File: src/rtl/dcache_arbiter_pkg.sv
// Shared types for the data-cache arbiter: CPU-side request/response structs and FSM state.
// The bench imports this package so it can observe the arbiter state.
package dcache_arbiter_pkg;

    typedef logic [31:0] word_t;

    typedef struct packed {
        logic       valid;
        logic       rw;
        word_t      addr;
        word_t      data;
        logic [3:0] wmask;
    } cpu_req_t;

    typedef struct packed {
        logic  ready;
        word_t data;
    } cpu_res_t;

    typedef enum logic [1:0] {
        IDLE  = 2'd0,
        ISSUE = 2'd1,
        WAIT  = 2'd2,
        RESP  = 2'd3
    } arb_state_t;

    // Width of the WAIT-cycle counter; at least one bit even for tiny limits.
    function automatic int cnt_width(input int timeout);
        return (timeout < 2) ? 1 : $clog2(timeout + 1);
    endfunction

endpackage

File: src/rtl/dcache_arbiter_rr_picker.sv
// Combinational rotating-priority picker: first valid requester at or above ptr_i, wrapping.
module rr_picker #(
    parameter int NUM_REQ = 2
) (
    input  logic [NUM_REQ-1:0]         valid_i,
    input  logic [$clog2(NUM_REQ)-1:0] ptr_i,
    output logic [$clog2(NUM_REQ)-1:0] grant_o,
    output logic                       any_valid_o
);

    localparam int GNT_W = $clog2(NUM_REQ);

    always_comb begin
        int idx;
        grant_o     = '0;
        any_valid_o = 1'b0;
        // Scan from the farthest offset down so the nearest valid one wins.
        for (int i = NUM_REQ - 1; i >= 0; i--) begin
            idx = int'(ptr_i) + i;
            if (idx >= NUM_REQ) begin
                idx = idx - NUM_REQ;
            end
            if (valid_i[GNT_W'(idx)]) begin
                grant_o     = GNT_W'(idx);
                any_valid_o = 1'b1;
            end
        end
    end

endmodule

File: src/rtl/dcache_arbiter.sv
// Round-robin arbiter sharing one dcache port among NUM_REQ requesters, one transaction in flight.
// All outputs are registered; the response is routed only to the granted requester.
module dcache_arbiter
    import dcache_arbiter_pkg::*;
#(
    parameter int NUM_REQ = 2,
    parameter int TIMEOUT = 0
) (
    input  logic                       clk,
    input  logic                       rst_n,
    input  cpu_req_t [NUM_REQ-1:0]     req_i,
    output cpu_res_t [NUM_REQ-1:0]     res_o,
    output cpu_req_t                   cache_req_o,
    input  cpu_res_t                   cache_res_i,
    output logic                       busy_o,
    output logic [$clog2(NUM_REQ)-1:0] grant_o,
    output logic                       timeout_o,
    output arb_state_t                 state_o
);

    localparam int GNT_W = $clog2(NUM_REQ);

    // Handshake: a requester raises valid with stable fields and keeps them until its
    // res_o ready pulse; cache_req_o.valid is a one-cycle start pulse, and the cache
    // answers with a one-cycle cache_res_i.ready that is only honoured while waiting.

    arb_state_t                 state_q, state_d;
    logic [GNT_W-1:0]           rr_ptr_q, rr_ptr_d;
    logic [GNT_W-1:0]           grant_q, grant_d;
    cpu_req_t                   cache_req_q, cache_req_d;
    cpu_res_t [NUM_REQ-1:0]     res_q, res_d;
    logic                       timeout_q, timeout_d;

    logic [NUM_REQ-1:0]         valid_vec;
    logic [GNT_W-1:0]           pick;
    logic                       any_valid;
    logic                       wait_expired;

    always_comb begin
        valid_vec = '0;
        for (int k = 0; k < NUM_REQ; k++) begin
            valid_vec[k] = req_i[k].valid;
        end
    end

    rr_picker #(
        .NUM_REQ (NUM_REQ)
    ) u_rr_picker (
        .valid_i     (valid_vec),
        .ptr_i       (rr_ptr_q),
        .grant_o     (pick),
        .any_valid_o (any_valid)
    );

    generate
        if (TIMEOUT > 0) begin : g_timeout
            localparam int CNT_W = cnt_width(TIMEOUT);

            logic [CNT_W-1:0] wait_cnt_q, wait_cnt_d;

            always_comb begin
                wait_cnt_d = '0;
                if (state_q == WAIT) begin
                    wait_cnt_d = wait_cnt_q + 1'b1;
                end
            end

            always_ff @(posedge clk or negedge rst_n) begin
                if (!rst_n) begin
                    wait_cnt_q <= '0;
                end else begin
                    wait_cnt_q <= wait_cnt_d;
                end
            end

            // Counter starts at 0 on the first WAIT cycle, so TIMEOUT-1 is the last one allowed.
            assign wait_expired = (state_q == WAIT) && (wait_cnt_q == CNT_W'(TIMEOUT - 1));
        end else begin : g_no_timeout
            assign wait_expired = 1'b0;
        end
    endgenerate

    always_comb begin
        state_d           = state_q;
        rr_ptr_d          = rr_ptr_q;
        grant_d           = grant_q;
        cache_req_d       = cache_req_q;
        cache_req_d.valid = 1'b0;
        res_d             = res_q;
        timeout_d         = 1'b0;
        for (int k = 0; k < NUM_REQ; k++) begin
            res_d[k].ready = 1'b0;
        end

        case (state_q)
            IDLE: begin
                if (any_valid) begin
                    grant_d           = pick;
                    cache_req_d       = req_i[pick];
                    cache_req_d.valid = 1'b1;
                    state_d           = ISSUE;
                end
            end
            ISSUE: begin
                state_d = WAIT;
            end
            WAIT: begin
                if (cache_res_i.ready) begin
                    res_d[grant_q].data  = cache_res_i.data;
                    res_d[grant_q].ready = 1'b1;
                    state_d              = RESP;
                end else if (wait_expired) begin
                    res_d[grant_q].data  = '0;
                    res_d[grant_q].ready = 1'b1;
                    timeout_d            = 1'b1;
                    state_d              = RESP;
                end
            end
            RESP: begin
                rr_ptr_d = (grant_q == GNT_W'(NUM_REQ - 1)) ? '0 : grant_q + 1'b1;
                state_d  = IDLE;
            end
            default: begin
                state_d = IDLE;
            end
        endcase
    end

    always_ff @(posedge clk or negedge rst_n) begin
        if (!rst_n) begin
            state_q     <= IDLE;
            rr_ptr_q    <= '0;
            grant_q     <= '0;
            cache_req_q <= '0;
            res_q       <= '0;
            timeout_q   <= 1'b0;
        end else begin
            state_q     <= state_d;
            rr_ptr_q    <= rr_ptr_d;
            grant_q     <= grant_d;
            cache_req_q <= cache_req_d;
            res_q       <= res_d;
            timeout_q   <= timeout_d;
        end
    end

    assign res_o       = res_q;
    assign cache_req_o = cache_req_q;
    assign busy_o      = (state_q != IDLE);
    assign grant_o     = grant_q;
    assign timeout_o   = timeout_q;
    assign state_o     = state_q;

endmodule

File: config.mk
export PLATFORM = sky130hd
export DESIGN_NAME = dcache_arbiter
export DESIGN_NICKNAME = d
export VERILOG_FILES = /design/src/rtl/dcache_arbiter_pkg.sv /design/src/rtl/dcache_arbiter_rr_picker.sv /design/src/rtl/dcache_arbiter.sv
export SDC_FILE = /design/constraint.sdc
export NUM_CORES = 1
export LEC_CHECK = 0
export CORE_MARGIN = 2
export CORE_UTILIZATION = 40
export CTS_BUF_LIST = sky130_fd_sc_hd__clkbuf_4 sky130_fd_sc_hd__clkbuf_8 sky130_fd_sc_hd__clkbuf_16
export CTS_CLUSTER_SIZE = 10
export DETAILED_ROUTE_END_ITERATION = 10
export GPL_TIMING_DRIVEN = 0
export PLACE_DENSITY = 0.81
export SLEW_MARGIN = 10
export SYNTH_ARGS = -nofsm -noshare
export SYNTH_HDL_FRONTEND = slang
export SYNTH_SLANG_ARGS = --single-unit
File: constraint.sdc
create_clock -name clk -period 2.01 [get_ports clk]
set_input_delay 0.201 -clock clk [delete_from_list [all_inputs] [get_ports clk]]
set_output_delay 0.201 -clock clk [all_outputs]
set_load 0.005 [all_outputs]
==> results of run 1 <==
## per-layer routing
layer | GRT usage [%] | wire (um)
met1 | 26.0 | 7100
met2 | 41.7 | 9610
met3 | 5.15 | 1110
met4 | 9.63 | 563
met5 | 0 | 0
## cells by family (layout without fill, tap and decap cells)
group | count (synthesis) | count (layout) | share of synthesized area [%]
AND/OR/NAND/NOR | 74 | 74 | 5.23
other | 1 | 1 | 0.0622
adder cells (fa/ha/maj) | 5 | 5 | 1.04
flip-flops | 140 | 140 | 58.2
buffers and inverters | 37 | 385 | 3.63
AO/OA/AOI/OAI | 71 | 71 | 5.98
multiplexers | 136 | 136 | 25.9
## power by group through the flow
| stage | registers [mW] | clock network [mW] | logic, mW |
|---|---|---|---|
| 2_1_floorplan | 5.08 | 0 | 2.94 |
| 3_3_place_gp | 4.97 | 0 | 6.94 |
| 3_5_place_dp | 5.05 | 0 | 7.14 |
| 4_1_cts | 5.03 | 3.32 | 7.19 |
| 5_1_grt | 5.19 | 3.46 | 7.62 |
| 6_report | 5.03 | 3.27 | 7.12 |
## layout by cell type, fill, tap and decap left out, types with 2 or more instances in the layout
| master | netlist | layout |
|---|---|---|
| clkdlybuf4s50_1 | 0 | 312 |
| dfrtp_1 | 140 | 139 |
| mux2i_1 | 70 | 70 |
| a21oi_1 | 70 | 70 |
| nor2_1 | 69 | 69 |
| mux2_2 | 35 | 35 |
| mux2_4 | 31 | 31 |
| buf_2 | 20 | 20 |
| clkbuf_16 | 0 | 17 |
| inv_1 | 6 | 6 |
| buf_6 | 5 | 6 |
| ha_1 | 5 | 5 |
| clkbuf_8 | 1 | 4 |
| buf_4 | 2 | 3 |
| clkbuf_4 | 0 | 3 |
| bufinv_16 | 0 | 3 |
| clkbuf_1 | 3 | 2 |
| inv_6 | 0 | 2 |
| clkinv_2 | 0 | 2 |
## through the flow
step                      instance area [um2]  setup TNS [ps]
after CTS                               10000               0
after detailed placement                 9420               0
after global routing                    10100           -16.8
after global placement                   9390         -641050
after floorplan                          6020               0
final                                   10100               0
## worst paths after layout
check                           startpoint         endpoint  slack, ps  cells after the start
worst max-delay path            state_o[0]           busy_o         90                      4
worst min-delay path                 rst_n  cache_req_o[58]        310                      2
min in group clk                 req_i[19]  cache_req_o[19]        420                      3
worst max register to register  state_o[0]  cache_req_o[22]        140                      8
max in group asynchronous            rst_n   cache_req_o[1]        900                      3
worst min register to register   flip-flop        flip-flop        500                      1
## worst max-delay path: cells and delay by family, from the launching register on
family / cells / cell delay (ps)
buf+inv: 3 / 670
flops: 1 / 400
fa+ha+maj: 1 / 240
## area by class of cell
cell class / count / area, um2
Clock buffer: 23 / 489
Inverter: 6 / 22.5
Timing Repair Buffer: 316 / 3180
Fill cell: 1044 / 4580
Clock inverter: 9 / 134
Multi-Input combinational cell: 287 / 2300
Buffer: 31 / 198
Tap cell: 184 / 230
Sequential cell: 140 / 3500
## what timing repair did
item,4_1_cts,5_1_grt
resized for setup,0,3
hold buffers,1,0
endpoints found under the hold margin,54,0
buffers inserted,0,1
endpoints found under the setup margin,0,10
==> metrics.cfg, run 1 <==
[sta]
period_share_pct=95.7
setup_slack_ps=86.3
hold_violations=0
final.min_clock_period_ps=1920
final_max_slew_viol_count=0
worst_pin_slew_ps=519
relSlewSlack_pct=65.4
timing.fmax_mhz=520
finalSetupViolCount=0
holdWs_ps=312
finClkSkew_ps=5.68

[pwr]
p_seq_share_pct=32.6
p_sw_mw=4.68
irDropWorstVdd_v=0.000767
p_leak_nw=4.51
power_density_nw_per_um2=1530
finalPower_mw=15.4
internal-power_mw=10.7
power.share.clock_pct=21.2
combPwrFrac_pct=46.2
p_sw_share_pct=30.3

[worst_setup_path]
path_cells=inv_1 > ha_1 > inv_1 > clkdlybuf4s50_1
end_kind=output port
start_kind=flip-flop
crit_required_ps=1810
cp_slowest_cell=clkdlybuf4s50_1
crit_top_cell=inv_1
arrival_ps=1720
crit_path_max_incr_delay_ps=500
crit_type=reg2out
cp_max_fo=4

[min_path]
min-delay-path-class=in2async

[logic_synthesis]
ys_seq_area_share_pct=58.2
synth_edf_count=0
ys.flop_type=dfrtp_1
yosysTopAreaCell=dfrtp_1
async_flop_share_pct=100
syn_area_um2=6020
ys_types=20
syn-instance-count=464
avgSynthCellArea_um2=13.0
synth_fp_nets=644
ys_warn_count=0
synth_area_leaders=dfrtp_1 58%, mux2i_1 12%, mux2_4 7.7%
yosysMostFrequentCell=dfrtp_1
synth_top_area_share_pct=58.2
ys_ff_latch=140
synth_top_cells_by_count=140 x dfrtp_1, 70 x a21oi_1, 70 x mux2i_1, 69 x nor2_1, 35 x mux2_2

[finish]
stdcell_count=996
nNetsFinal=979
drive_gt1_share_pct=16.4
final_util_pct=68.7
diodes=0
area_delta_synth_final_pct=67.0

[floorplanning]
dieArea_um2=16100
start_util_pct=41.1
die_w_um=127
rows=44
die_y_um=127
core-area_um2=14600
ioPinCount=316

[drt]
drc=0
num_vias=4925
drt_iter0_markers=113
dr.pass1.iters=4
totalWireLength_mm=18.4
wl_per_cell_um=18.4
postRouteAntennaNets=0
viasPerCell=4.94

[placed_design]
numPortBuffers=313
place_inst=962
dp_hpwl_mm=14.0
globalplace.congestion=0.819
place_ws_ps=53.4

[run]
cap_viol_max_count=0

[clock_network]
cts-root-buf=clkbuf_16
cts_buffer_depth=2
cts_tree=built
numClockSinks=140
clkTransAtPathRegs_ps=60
cts_made_buffers=17
cts-htree-levels=4
clock_latency_ps=410

[global_routing]
grt_pass1_vias=5335
overflow=0
antenna_found_initial=0
grt_pass1_wl_mm=28.6
track_usage_pct=22.9
grt_max_degree=87

[status]
status=finished, final reports clean

(Power assumes the default switching activity.)
==> run 2: changes to the inputs <==
--- a/config.mk
+++ b/config.mk
@@ -5,7 +5,6 @@
 export SDC_FILE = /design/constraint.sdc
 export NUM_CORES = 1
 export LEC_CHECK = 0
-export CORE_MARGIN = 2
 export CORE_UTILIZATION = 40
 export CTS_BUF_LIST = sky130_fd_sc_hd__clkbuf_4 sky130_fd_sc_hd__clkbuf_8 sky130_fd_sc_hd__clkbuf_16
 export CTS_CLUSTER_SIZE = 10
==> metrics.cfg, run 2 (synthesis gave the netlist of run 1 again) <==
[status]
status=finished, final reports clean

[drt]
drt_iter0_markers=150
dr.pass1.iters=4
wl_per_cell_um=18.6
drc=0
viasPerCell=4.94
num_vias=4929
postRouteAntennaNets=0
totalWireLength_mm=18.6

[worst_setup_path]
crit_type=reg2out
arrival_ps=1710
start_kind=flip-flop
crit_family=buffers and inverters
end_kind=output port
cp_num_buf_inv=3
cp_max_fo=4
path_cells=inv_2 > ha_1 > inv_1 > clkdlybuf4s50_1
crit_path_max_incr_delay_ps=510
rrSetupSlack_ps=220
crit_required_ps=1810
cp_slowest_cell=clkdlybuf4s50_1

[global_routing]
overflow=0
grt_pass1_vias=5373
grt_pass1_wl_mm=29.4
antenna_found_initial=0
track_usage_pct=24.6
grt_max_degree=76

[pwr]
combPwrFrac_pct=46.2
irDropWorstVdd_v=0.000831
p_seq_share_pct=32.9
finalPower_mw=15.4
power_density_nw_per_um2=1540
power.share.clock_pct=21.0
p_sw_share_pct=30.7
internal-power_mw=10.7
p_leak_nw=4.50
p_sw_mw=4.74

[finish]
mostFrequentLayoutCell=clkdlybuf4s50_1
area_delta_synth_final_pct=66.9
drive_gt1_share_pct=16.5
layout_common_cells=312 x clkdlybuf4s50_1, 139 x dfrtp_1, 70 x mux2i_1, 70 x a21oi_1, 69 x nor2_1
final_util_pct=68.9
stdcell_count=997
diodes=0
nNetsFinal=980

[clock_network]
cts_tree=built
cts_made_buffers=17
cts-root-buf=clkbuf_16
cts_buffer_depth=2
clock_latency_ps=430
cts-htree-levels=4
clkTransAtPathRegs_ps=50
numClockSinks=140

[sta]
finClkSkew_ps=8.78
final.min_clock_period_ps=1910
worst_pin_slew_ps=619
timing.fmax_mhz=522
finalSetupViolCount=0
setup_slack_ps=95.4
final_max_slew_viol_count=0
setup_tns_ps=0
period_share_pct=95.3
rsz0062_at_grt=no
relSlewSlack_pct=58.7
hold_violations=0

[min_path]
min-delay-path-class=in2async

[placed_design]
globalplace.congestion=0.855
dp_hpwl_mm=13.7
place_inst=962
place_ws_ps=183
numPortBuffers=313

[floorplanning]
core-area_um2=14600
ioPinCount=316
die_y_um=125
die_w_um=125
rows=44
dieArea_um2=15600
start_util_pct=41.3

[run]
cap_viol_max_count=0

run 2: final timing paths:
kind / startpoint / endpoint / depth (start not counted)
worst min register to register: flip-flop / flip-flop / 1
min in group clk: req_i[14] / cache_req_o[14] / 3
worst max register to register: state_o[1] / cache_req_o[5] / 8
worst max-delay path: state_o[0] / busy_o / 4
worst min-delay path: rst_n / asynchronous set/reset pin / 2
max in group asynchronous: rst_n / cache_req_o[39] / 3
run 2: area by class of cell:
cell class	instances	area [um2]
repair buffers	317	3190
clock buffers	21	468
clock inverters	11	141
multi-input cells	287	2300
flip-flops and latches	140	3500
fillers	1009	4540
well taps	184	230
plain buffers	31	196
inverters	6	22.5
run 2: power by group through the flow:
| stage | Combinational [mW] | Clock [mW] | Sequential [mW] |
|---|---|---|---|
| after floorplan | 2.94 | 0 | 5.08 |
| after global placement | 6.92 | 0 | 4.98 |
| after detailed placement | 7.08 | 0 | 5.08 |
| after CTS | 7.19 | 3.27 | 5.08 |
| after global routing | 7.61 | 3.42 | 5.24 |
| final | 7.12 | 3.24 | 5.07 |
run 2: routing by layer:
layer / GRT usage (%) / up-vias / routed length, um
li1: - / 2267 / -
met1: 27.2 / 2421 / 6920
met2: 42.6 / 191 / 9720
met3: 7.13 / 50 / 1210
met4: 12.5 / 0 / 743
met5: 0 / - / 0
run 2: per-stage QoR:
| step | cell area [um2] | hold slack (ps) |
|---|---|---|
| CTS | 10000 | 354 |
| global route | 10100 | 376 |
| detailed placement | 9420 | 234 |
| floorplan | 6020 | -94.6 |
| global placement | 9390 | 489 |
| finish | 10100 | 330 |
run 2: what timing repair did:
action | CTS | global route
hold buffers | 1 | 0
setup buffers | 0 | 2
setup endpoints to repair | 0 | 5
resized for setup | 0 | 2
endpoints found under the hold margin | 65 | 0
==> run 3: changes to the inputs <==
--- a/config.mk
+++ b/config.mk
@@ -5,12 +5,14 @@
 export SDC_FILE = /design/constraint.sdc
 export NUM_CORES = 1
 export LEC_CHECK = 0
+export ABC_CLOCK_PERIOD_IN_PS = 2009
 export CORE_UTILIZATION = 40
 export CTS_BUF_LIST = sky130_fd_sc_hd__clkbuf_4 sky130_fd_sc_hd__clkbuf_8 sky130_fd_sc_hd__clkbuf_16
 export CTS_CLUSTER_SIZE = 10
 export DETAILED_ROUTE_END_ITERATION = 10
 export GPL_TIMING_DRIVEN = 0
 export PLACE_DENSITY = 0.81
+export SETUP_SLACK_MARGIN = 0.2
 export SLEW_MARGIN = 10
 export SYNTH_ARGS = -nofsm -noshare
 export SYNTH_HDL_FRONTEND = slang
==> metrics.cfg, run 3 (synthesis gave the netlist of run 1 again) <==
[worst_setup_path]
end_kind=output port
path_cells=clkdlybuf4s50_1
cp_slowest_cell=clkdlybuf4s50_1
crit_required_ps=1810
crit_family=buffers and inverters
cp_num_buf_inv=1
cp_max_fo=6
crit_type=reg2out
arrival_ps=1490
start_kind=flip-flop
crit_path_max_incr_delay_ps=590

[floorplanning]
die_y_um=125
start_util_pct=41.3
dieArea_um2=15600
core-area_um2=14600
rows=44
die_w_um=125
ioPinCount=316

[finish]
final_util_pct=69.0
layout_common_cells=311 x clkdlybuf4s50_1, 140 x dfrtp_1, 70 x mux2i_1, 70 x a21oi_1, 69 x nor2_1
area_delta_synth_final_pct=67.1
nNetsFinal=980
final_area_um2=10100
diodes=0
mostFrequentLayoutCell=clkdlybuf4s50_1
drive_gt1_share_pct=16.7

[sta]
finalSetupViolCount=0
hold_violations=0
rsz0062_at_grt=no
period_share_pct=84.3
worst_pin_slew_ps=617
timing.fmax_mhz=590
finClkSkew_ps=15.1
setup_tns_ps=0
holdWs_ps=329
final_max_slew_viol_count=0
final.min_clock_period_ps=1700
relSlewSlack_pct=58.9

[clock_network]
clkTransAtPathRegs_ps=50
cts_buffer_depth=2
clock_latency_ps=430
cts_made_buffers=17
cts-htree-levels=4
cts_tree=built
cts-root-buf=clkbuf_16
numClockSinks=140

[min_path]
min-delay-path-class=in2async

[drt]
drc=0
viasPerCell=4.97
postRouteAntennaNets=0
totalWireLength_mm=18.7
num_vias=4960
drt_iter0_markers=186
wl_per_cell_um=18.7
dr.pass1.iters=4

[placed_design]
numPortBuffers=313
globalplace.congestion=0.855
dp_hpwl_mm=13.7
place_area_um2=9420

[global_routing]
antenna_found_initial=0
overflow=0
track_usage_pct=24.7
grt_pass1_vias=5398
grt_pass1_wl_mm=29.5
grt_max_degree=76

[run]
cap_viol_max_count=0

[pwr]
p_leak_nw=4.51
irDropWorstVdd_v=0.000771
power_density_nw_per_um2=1540

[status]
status=finished, final reports clean

==> run 3: cell count changes in the layout (fill, tap and decap cells not counted) <==
| cell | delta |
|---|---|
| dlygate4sd2_1 | +1 |
| buf_4 | +2 |
| dfrtp_1 | +1 |
| clkbuf_2 | +3 |
| clkbuf_4 | +2 |
| dfrtp_2 | -1 |
| clkbuf_1 | -3 |
| buf_2 | -5 |
| clkdlybuf4s50_1 | -1 |
| buf_6 | +1 |
==> run 3: stage by stage <==
step	total power, mW	setup WS (ps)	instances
final	15.5	315	997
after global routing	16.3	207	997
after CTS	15.6	218	997
after detailed placement	12.2	183	962
after global placement	11.9	-4550	961
after floorplan	8.03	520	464
==> run 3: path summary, 6_finish.rpt <==
kind                            startpoint                          to  slack, ps  cells after the start
worst max-delay path               grant_o                     grant_o        310                      1
min in group clk                 req_i[14]             cache_req_o[14]        400                      3
max in group asynchronous            rst_n             cache_req_o[59]        900                      3
worst min register to register   flip-flop                   flip-flop        500                      1
worst max register to register  state_o[1]              cache_req_o[5]        340                      7
worst min-delay path                 rst_n  asynchronous set/reset pin        330                      2
==> run 3: area by class of cell <==
type / count / area (um2)
fillers: 1011 / 4520
flip-flops and latches: 140 / 3500
repair buffers: 317 / 3190
multi-input cells: 287 / 2300
clock buffers: 21 / 468
well taps: 184 / 230
plain buffers: 31 / 216
clock inverters: 11 / 141
inverters: 6 / 22.5
==> run 3: layer usage <==
metal	vias up	wire length [um]	GRT usage, %
met5	-	0	0
met4	0	718	12.5
met3	47	1180	7.13
met2	194	9790	43.0
met1	2448	6970	27.3
li1	2271	-	-
==> run 3: report_power, final <==
group          leakage [nW]  internal (mW)  switching [mW]  total (mW)
Clock                 0.296           2.04            1.20        3.24
Sequential             1.61           4.23           0.830        5.06
Combinational          2.60           4.45            2.72        7.17
==> run 3: what timing repair did <==
action / 4_1_cts / 5_1_grt
gates resized for setup: 2 / 14
hold endpoints to repair: 65 / 0
endpoints found under the setup margin: 16 / 70
hold buffers: 1 / 0
setup buffers: 2 / 0
cloned: 0 / 0
